### src/rtl/udm_uart_pkg.sv
// udm_uart_pkg: shared receiver state type and framing constants for the UDM UART blocks.
package udm_uart_pkg;
  typedef enum logic [2:0] {IDLE, START, DATA, PARITY, STOP, BREAK} rx_state_t;
  localparam int MIN_DIV = 4;
  localparam int DATA_BITS = 8;
endpackage

### src/rtl/udm_sync.sv
// udm_sync: N-flop synchroniser for asynchronous inputs; resets to 1 so an idle-high line looks idle.
module udm_sync #(
  parameter int N = 2
) (
  input  logic clk_i,
  input  logic rst_i,
  input  logic d_i,
  output logic q_o
);
  logic [N-1:0] sync_q, sync_d;
  always_comb sync_d = {sync_q[N-2:0], d_i};
  always_ff @(posedge clk_i)
    if (rst_i) sync_q <= '1;
    else sync_q <= sync_d;
  assign q_o = sync_q[N-1];
endmodule

### src/rtl/udm_uart_rx.sv
// udm_uart_rx: 8N1 UART receiver with runtime baud divider and one-entry output buffer.
// Defining UDM_UART_RX_PARITY_EN adds a parity bit (parity_odd_i selects odd) and parity_err_o.
module udm_uart_rx
  import udm_uart_pkg::*;
#(
  parameter int DIV_WIDTH   = 32,
  parameter int SYNC_STAGES = 2
) (
  input  logic                 clk_i,
  input  logic                 rst_i,
  input  logic                 rx_i,
  input  logic [DIV_WIDTH-1:0] clk_div_i,
  output logic [DATA_BITS-1:0] data_o,
  output logic                 valid_o,
  input  logic                 ready_i,
  output logic                 frame_err_o,
  output logic                 overrun_o,
`ifdef UDM_UART_RX_PARITY_EN
  input  logic                 parity_odd_i,
  output logic                 parity_err_o,
`endif
  output logic                 busy_o
);
  localparam logic [DIV_WIDTH-1:0] MIN_D = DIV_WIDTH'(MIN_DIV);
  rx_state_t state_q, state_d;
  logic [DIV_WIDTH-1:0] div_q, div_d, cnt_q, cnt_d;
  logic [2:0] idx_q, idx_d;
  logic [DATA_BITS-1:0] shift_q, shift_d, data_q, data_d;
  logic rxs, rxs_prev_q, rxs_prev_d, valid_q, valid_d;
  logic frame_err_q, frame_err_d, overrun_q, overrun_d, bad_q, bad_d;
  logic fall, half, full, done, load;

  udm_sync #(.N(SYNC_STAGES)) u_sync (.clk_i(clk_i), .rst_i(rst_i), .d_i(rx_i), .q_o(rxs));

  assign fall = rxs_prev_q & ~rxs;
  assign half = cnt_q == (div_q >> 1);
  assign full = cnt_q == div_q - DIV_WIDTH'(1);

  // The fall cycle itself counts as cnt=0, so START samples exactly div/2 cycles after the edge.
  always_comb begin
    state_d = state_q;
    div_d = div_q;
    cnt_d = cnt_q + DIV_WIDTH'(1);
    idx_d = idx_q;
    shift_d = shift_q;
    bad_d = bad_q;
    frame_err_d = 1'b0;
    done = 1'b0;
    rxs_prev_d = rxs;
    unique case (state_q)
      IDLE: if (fall) begin
        state_d = START;
        div_d = clk_div_i < MIN_D ? MIN_D : clk_div_i;
        cnt_d = DIV_WIDTH'(1);
        bad_d = 1'b0;
      end
      START: if (half) begin
        state_d = rxs ? IDLE : DATA;
        cnt_d = '0;
        idx_d = '0;
      end
      DATA: if (full) begin
        shift_d = {rxs, shift_q[DATA_BITS-1:1]};
        cnt_d = '0;
        idx_d = idx_q + 3'd1;
`ifdef UDM_UART_RX_PARITY_EN
        if (idx_q == 3'(DATA_BITS - 1)) state_d = PARITY;
`else
        if (idx_q == 3'(DATA_BITS - 1)) state_d = STOP;
`endif
      end
`ifdef UDM_UART_RX_PARITY_EN
      PARITY: if (full) begin
        cnt_d = '0;
        bad_d = rxs ^ (^shift_q) ^ parity_odd_i;
        state_d = STOP;
      end
`endif
      STOP: if (full) begin
        state_d = rxs ? IDLE : BREAK;
        frame_err_d = ~rxs;
        done = rxs & ~bad_q;
      end
      BREAK: if (rxs) state_d = IDLE;
      default: state_d = IDLE;
    endcase
    load = done & (~valid_q | ready_i);
    valid_d = load | (valid_q & ~ready_i);
    data_d = load ? shift_q : data_q;
    overrun_d = done & valid_q & ~ready_i;
  end

  always_ff @(posedge clk_i)
    if (rst_i) begin
      state_q <= IDLE;
      rxs_prev_q <= 1'b1;
      div_q <= MIN_D;
      cnt_q <= '0;
      idx_q <= '0;
      shift_q <= '0;
      data_q <= '0;
      valid_q <= 1'b0;
      frame_err_q <= 1'b0;
      overrun_q <= 1'b0;
      bad_q <= 1'b0;
    end else begin
      state_q <= state_d;
      rxs_prev_q <= rxs_prev_d;
      div_q <= div_d;
      cnt_q <= cnt_d;
      idx_q <= idx_d;
      shift_q <= shift_d;
      data_q <= data_d;
      valid_q <= valid_d;
      frame_err_q <= frame_err_d;
      overrun_q <= overrun_d;
      bad_q <= bad_d;
    end

  assign data_o = data_q;
  assign valid_o = valid_q;
  assign frame_err_o = frame_err_q;
  assign overrun_o = overrun_q;
  assign busy_o = state_q != IDLE;
`ifdef UDM_UART_RX_PARITY_EN
  // bad_q is set on the PARITY sample, so the first STOP cycle is the one-cycle error pulse.
  assign parity_err_o = bad_q && state_q == STOP && cnt_q == '0;
`endif
endmodule

### config.mk
export PLATFORM = sky130hd
export DESIGN_NAME = udm_uart_rx
export DESIGN_NICKNAME = d
export VERILOG_FILES = /design/src/rtl/udm_uart_pkg.sv /design/src/rtl/udm_sync.sv /design/src/rtl/udm_uart_rx.sv
export SDC_FILE = /design/constraint.sdc
export NUM_CORES = 1
export LEC_CHECK = 0
export BUFFER_PORTS_ARGS = -buffer_cell sky130_fd_sc_hd__buf_2
export CAP_MARGIN = 20
export CORE_UTILIZATION = 45
export CTS_CLUSTER_SIZE = 8
export DETAILED_ROUTE_END_ITERATION = 10
export PLACE_DENSITY = 0.66
export SETUP_SLACK_MARGIN = 0.4
export SLEW_MARGIN = 0
export SYNTH_ARGS = -nofsm -noshare
export SYNTH_HDL_FRONTEND = slang
export SYNTH_SLANG_ARGS = --single-unit
### constraint.sdc
create_clock -name clk_i -period 4.6 [get_ports clk_i]
set_input_delay 0.46 -clock clk_i [delete_from_list [all_inputs] [get_ports clk_i]]
set_output_delay 0.46 -clock clk_i [all_outputs]
set_load 0.02 [all_outputs]
# Word level (Yosys, flattened, before mapping)
# Cells that the tools add are included.
# W data, S select, Z words.
dict set report word_totals {
  reg_bits 92
  input_bits 36
  output_inout_bits 12
  word_cells 67
}
dict set report classes {
  n_bitwise 12
  n_addsub 3
  n_reduce_logical 8
  eq_ne 13
  magnitude_cmp 1
  muxes 19
}
# op n
set op_table {}
lappend op_table {{$mux W32} 4}
lappend op_table {{$pmux W32 S3} 1}
lappend op_table {{$add A32 B1 Y32 const B} 1}
lappend op_table {{$eq A32 B31 Y1} 1}
lappend op_table {{$eq A32 B32 Y1} 1}
lappend op_table {{$lt A32 B3 Y1 const B} 1}
lappend op_table {{$sub A32 B1 Y32 const B} 1}
lappend op_table {{$mux W3} 9}
lappend op_table {{$pmux W3 S5} 1}
lappend op_table {{$ne A2 B2 Y1 const B} 5}
lappend op_table {{$eq A3 B3 Y1 const B} 3}
lappend op_table {{$pmux W3 S2} 1}
lappend op_table {{$reduce_and A6 Y1} 1}
lappend op_table {{$and A1 B1 Y1} 5}
lappend op_table {{$not A1 Y1} 5}
lappend op_table {{$reduce_and A2 Y1} 2}
lappend op_table {{$add A3 B1 Y3 const B} 1}
lappend op_table {{$eq A3 B1 Y1 const B} 1}
lappend op_table {{$eq A3 B2 Y1 const B} 1}
lappend op_table {{$logic_not A3 Y1} 1}
lappend op_table {{$reduce_and A3 Y1} 1}
lappend op_table {{$reduce_bool A3 Y1} 1}
lappend op_table {{$reduce_or A3 Y1} 1}
lappend op_table {{$mux W1} 2}
lappend op_table {{4 further kinds} 5}

# Depth between registers and ports, before layout
dict set report logic_depth {
  word_depth 6
  depth_mapped 13
  ltp_nobuf 10
}

# Cells and area by module
# Synthesis repeated with hierarchy kept, for this count alone.
dict set report hier_totals {
  hier_cells 650
  area_unflattened_um2 5190.0
}
# module seq_area_each_um2 instances cells_each area_each_um2
set by_module_without_submodules {}
lappend by_module_without_submodules {udm_uart_rx 1801.7 1 646 5137.4}
lappend by_module_without_submodules {udm_sync 40.0 1 4 52.6}

# Worst setup path before layout
# No wires, ideal clock.
dict set report synth_timing {
  path_type {register to register}
  from {register div_q[0]}
  to {register state_q[2]}
  synth_period_minus_slack_ns 3.115
  setup_ns 0.121
  arrival_time_ns 2.994
  n_path_buf 2
  stages_incl_launch_ff 13
  slack_ns 1.485
  required_time_ns 4.479
  path_cell_list {dfxtp_1 -> clkbuf_1 -> inv_1 -> ha_1 -> clkbuf_1 -> nand2b_1 -> or4_1 -> xnor2_1 -> or4_4 -> nor4b_4 -> and2_4 -> nand3b_4 -> mux2_4}
}
dict set report synth_via {
  elab_chain_cells 4
  word_cells_on_any_way 5
  classes_between {add/sub: 1; eq/ne: 3; reduce/logical: 1}
}
# element line
set synth_rtl {}
lappend synth_rtl {{start, declared} udm_uart_rx.sv:26} ;# logic [DIV_WIDTH-1:0] div_q, div_d, cnt_q, cnt_d;
lappend synth_rtl {{start signal, assigned} udm_uart_rx.sv:109} ;# div_q <= div_d;
lappend synth_rtl {{$sub A32 B1 Y32 (*)} udm_uart_rx.sv:37} ;# assign full = cnt_q == div_q - DIV_WIDTH'(1);
lappend synth_rtl {{$eq A32 B32 Y1 (*)} udm_uart_rx.sv:37}
lappend synth_rtl {{$ne A2 B2 Y1 (no line)} -}
lappend synth_rtl {{$reduce_and A6 Y1 (no line) (*)} -}
lappend synth_rtl {{end signal, assigned} udm_uart_rx.sv:107} ;# state_q <= state_d;
lappend synth_rtl {{end, declared} udm_uart_rx.sv:25} ;# rx_state_t state_q, state_d;
# Mark *: on every way between the ends. The rest lies on a longest branch, timed or not.
# A chain may end at the register's enable or synchronous reset.

# Final worst setup path
dict set report layout_timing {
  from {register div_q[0]}
  to {register cnt_q[29]}
}
dict set report layout_via {
  elab_chain_cells 4
}
# element line
set layout_rtl {}
lappend layout_rtl {{$sub A32 B1 Y32} udm_uart_rx.sv:37}
lappend layout_rtl {{$eq A32 B32 Y1} udm_uart_rx.sv:37}
lappend layout_rtl {{$mux W32} udm_uart_rx.sv:62} ;# DATA: if (full) begin
lappend layout_rtl {{$pmux W32 S3} udm_uart_rx.sv:50} ;# unique case (state_q)
lappend layout_rtl {{end signal, assigned} udm_uart_rx.sv:110} ;# cnt_q <= cnt_d;
lappend layout_rtl {{end, declared} udm_uart_rx.sv:26}
# Every way passes these cells.

==> key figures <==
Synth
  – Mapped Area: 5617 sq um
  – Post-synthesis register bit count: 92
  – Synthesized Nets: 746
  – Post-synth EDFFs: 0
  – Ys async rst share: 0
  – YS warnings: 0
  – Post-synth top flop: dfxtp_1
  – Cells after Synth: 706
  – Syn_area_per_cell: 7.956 sq um
  – Register area share after synthesis: 0.3279
  – Number of distinct library cells after synthesis: 68

CTS
  – Clock sinks: 92
  – Clock tree buffer depth: 2
  – Hold buffers post-CTS: 0
  – Latest clock arrival within the worst-skew pair: 0.36 ns
  – CTS resizes: 0
  – Root buffer cell: clkbuf_16
  – Clk pin slew, worst setup/hold paths: 0.07 ns
  – Num CTS Buffers: 9
  – Setup Buffers After CTS: 0
  – H-tree lvl count: 3
  – CTS tree: done

STA
  – Final setup viols: 0
  – Tightest Pin Transition: 1.042 ns
  – Fin crit period: 3.755 ns
  – RSZ-0062 raised after global routing: no
  – Setup TNS: 0 ns
  – Final slew viol count: 0
  – Clk_skew: 0.008141 ns
  – Final cycle utilization of the critical path: 0.8164
  – Endpoints failing hold: 0
  – Worst slew margin: 0.3052
  – Worst hold margin: 0.2865 ns
  – FMAX: 266.3 MHz

Place
  – DP Wirelength: 11500 um
  – Routability cong.: 0.9295
  – Port-buffer cells: 47

Worst setup path
  – CP max FO: 31
  – Worst setup EP type: flop
  – WP data arrival: 3.97 ns
  – CP startpoint kind: flop
  – Kind of critical path: flop to flop
  – WP data required: 4.82 ns

Global routing
  – First-pass GRT wire length: 24260 um
  – Vias in the first global route: 4790
  – Initial antenna violation count: 0
  – GRT overflow: 0
  – GR Util All Layers: 0.2429
  – Largest net degree at the start of global routing: 63

Route
  – Vias per cell: 5.660
  – Post-route ant nets: 0
  – Routed len/inst: 16.76 um
  – Detailed-route via count: 5003
  – DR iter-0 viols: 326
  – Drt first pass iters: 5
  – DRT Wirelength: 14820 um
  – Number of remaining DRC errors: 0

Floorplan
  – Die area: 12930 sq um
  – Initial core utilization: 0.4637
  – Core area: 12110 sq um
  – Std-Cell Rows: 40
  – Top Ports: 48
  – Die H: 113.7 um
  – Die width: 113.7 um

Pwr
  – Pwr/cell area: 293.7 nW/um^2
  – Leakage power: 2.438 nW
  – Max rail drop VDD: 237.7 uV

Finish
  – Final net count: 751
  – Share of cells above drive strength 1: 0.1243
  – Antenna Cells: 0
  – Area Growth Syn to Fin: 9.289%

Run
  – MaxCap Viol Count: 0

Hold path
  – Hold Path Class: input pin to flop

Outcome
  – Outcome: finished clean
cells in the final DEF, fill, tap and decap left out, types with 18 or more instances in the layout:
cell,count
a21oi_1,38
buf_2,47
dfxtp_1,92
mux2i_1,18
nand2_1,90
nand2b_1,26
nand3_1,20
nand4_1,19
nor2_1,70
nor3_1,28
nor4_1,24
xnor2_1,45
xor2_1,49
synthesized netlist by cell type (2+ instances only):
master | number | share of area
o21ba_2 | 3 | 0.0053
a22oi_1 | 4 | 0.0053
a2111oi_0 | 2 | 0.0031
nand3_1 | 20 | 0.018
nor4_4 | 3 | 0.011
buf_2 | 8 | 0.0071
a21oi_1 | 38 | 0.034
and3_1 | 11 | 0.012
mux2i_1 | 18 | 0.032
nand2_1 | 90 | 0.060
nand2b_1 | 26 | 0.029
nor3_1 | 28 | 0.025
dfxtp_1 | 92 | 0.33
nand4b_1 | 4 | 0.0062
nor4b_1 | 3 | 0.0047
o22ai_1 | 4 | 0.0045
nand4_1 | 19 | 0.021
buf_6 | 2 | 0.0040
nor2b_1 | 5 | 0.0056
a31oi_1 | 3 | 0.0033
o21a_1 | 4 | 0.0053
xnor2_1 | 45 | 0.070
inv_1 | 13 | 0.0087
o21ai_0 | 6 | 0.0053
nand3b_1 | 2 | 0.0027
o21ai_1 | 3 | 0.0027
or2_2 | 6 | 0.0067
xor2_1 | 49 | 0.076
clkbuf_1 | 42 | 0.028
or3_1 | 8 | 0.0089
a211oi_1 | 4 | 0.0053
o2111a_1 | 2 | 0.0040
o31ai_1 | 2 | 0.0027
ha_1 | 4 | 0.0089
nor2_1 | 70 | 0.047
and4_1 | 2 | 0.0031
o211ai_1 | 3 | 0.0040
nor4_1 | 24 | 0.027
a311oi_1 | 2 | 0.0031
buf_1 | 2 | 0.0013
or4_4 | 3 | 0.0060
flip-flops by register name (all words and copies together), names as in the netlist:
register and count:
cnt_q 32, overrun_o 1, div_q 32, data_o 8, shift_q 8, state_q 3, valid_o 1, idx_q 3
rxs_prev_q 1, u_sync.sync_q 2, frame_err_o 1
stage by stage:
stage	total power (W)	setup slack, ns	instances	utilization	cell area, sq um
finish	0.001803	0.8447	884	0.5068	6138
floorplan	0.001025	1.485	706	-	5617
global route	0.001880	0.5381	884	0.5068	6138
CTS	0.001816	0.8432	884	0.5068	6138
global placement	0.001090	0.9429	868	0.4823	5842
detailed placement	0.001091	0.8491	868	0.4823	5842
area by class of cell:
| class | count | area, sq um |
|---|---|---|
| fillers | 1198 | 5973 |
| multi-input cells | 546 | 3491 |
| flip-flops and latches | 92 | 1842 |
| repair buffers | 49 | 250.2 |
| clock buffers | 9 | 225.2 |
| well taps | 168 | 210.2 |
| clock inverters | 7 | 71.32 |
| inverters | 13 | 48.80 |
kinds of logic after synthesis:
logic type               Yosys count  share of synthesized area
multiplexers                      19                    0.03475
XOR/XNOR                          94                     0.1466
flip-flops                        92                     0.3279
adder cells (fa/ha/maj)            4                   0.008911
buffers and inverters             68                    0.05057
AND/OR/NAND/NOR                  337                     0.3230
AO/OA/AOI/OAI                     92                     0.1083
power breakdown:
part	switching [W]	leakage [nW]	internal [W]
Sequential	0.0000325	0.744	0.000810
Combinational	0.000140	1.56	0.0000946
Clock	0.000345	0.139	0.000381
layer usage:
metal	up-vias	GRT usage	share of wire
li1	2460	-	-
met5	-	0	0
met3	35	0.04676	0.056
met2	172	0.3805	0.45
met4	0	0.1140	0.035
met1	2336	0.3223	0.46
critical path: stages, from the launching register on:
cell     delay (ns)
dfxtp_1        0.39
inv_1          0.09
ha_1           0.30
nor2b_1        0.42
nand2_1        0.18
nor4_1         0.50
o22ai_1        0.21
nor4_4         0.48
nand4_4        0.35
nand3_2        0.58
nor2_1         0.12
worst paths after layout:
path | from | slack, ns | to | depth (start not counted)
max | div_q[0] | 0.84 | cnt_q[29] | 10
min | rx_i | 0.29 | u_sync.sync_q[0] | 2
max reg2reg | div_q[0] | 0.84 | cnt_q[29] | 10
min reg2reg | u_sync.sync_q[0] | 0.43 | u_sync.sync_q[1] | 1
Power figures use the tool's default switching activity.
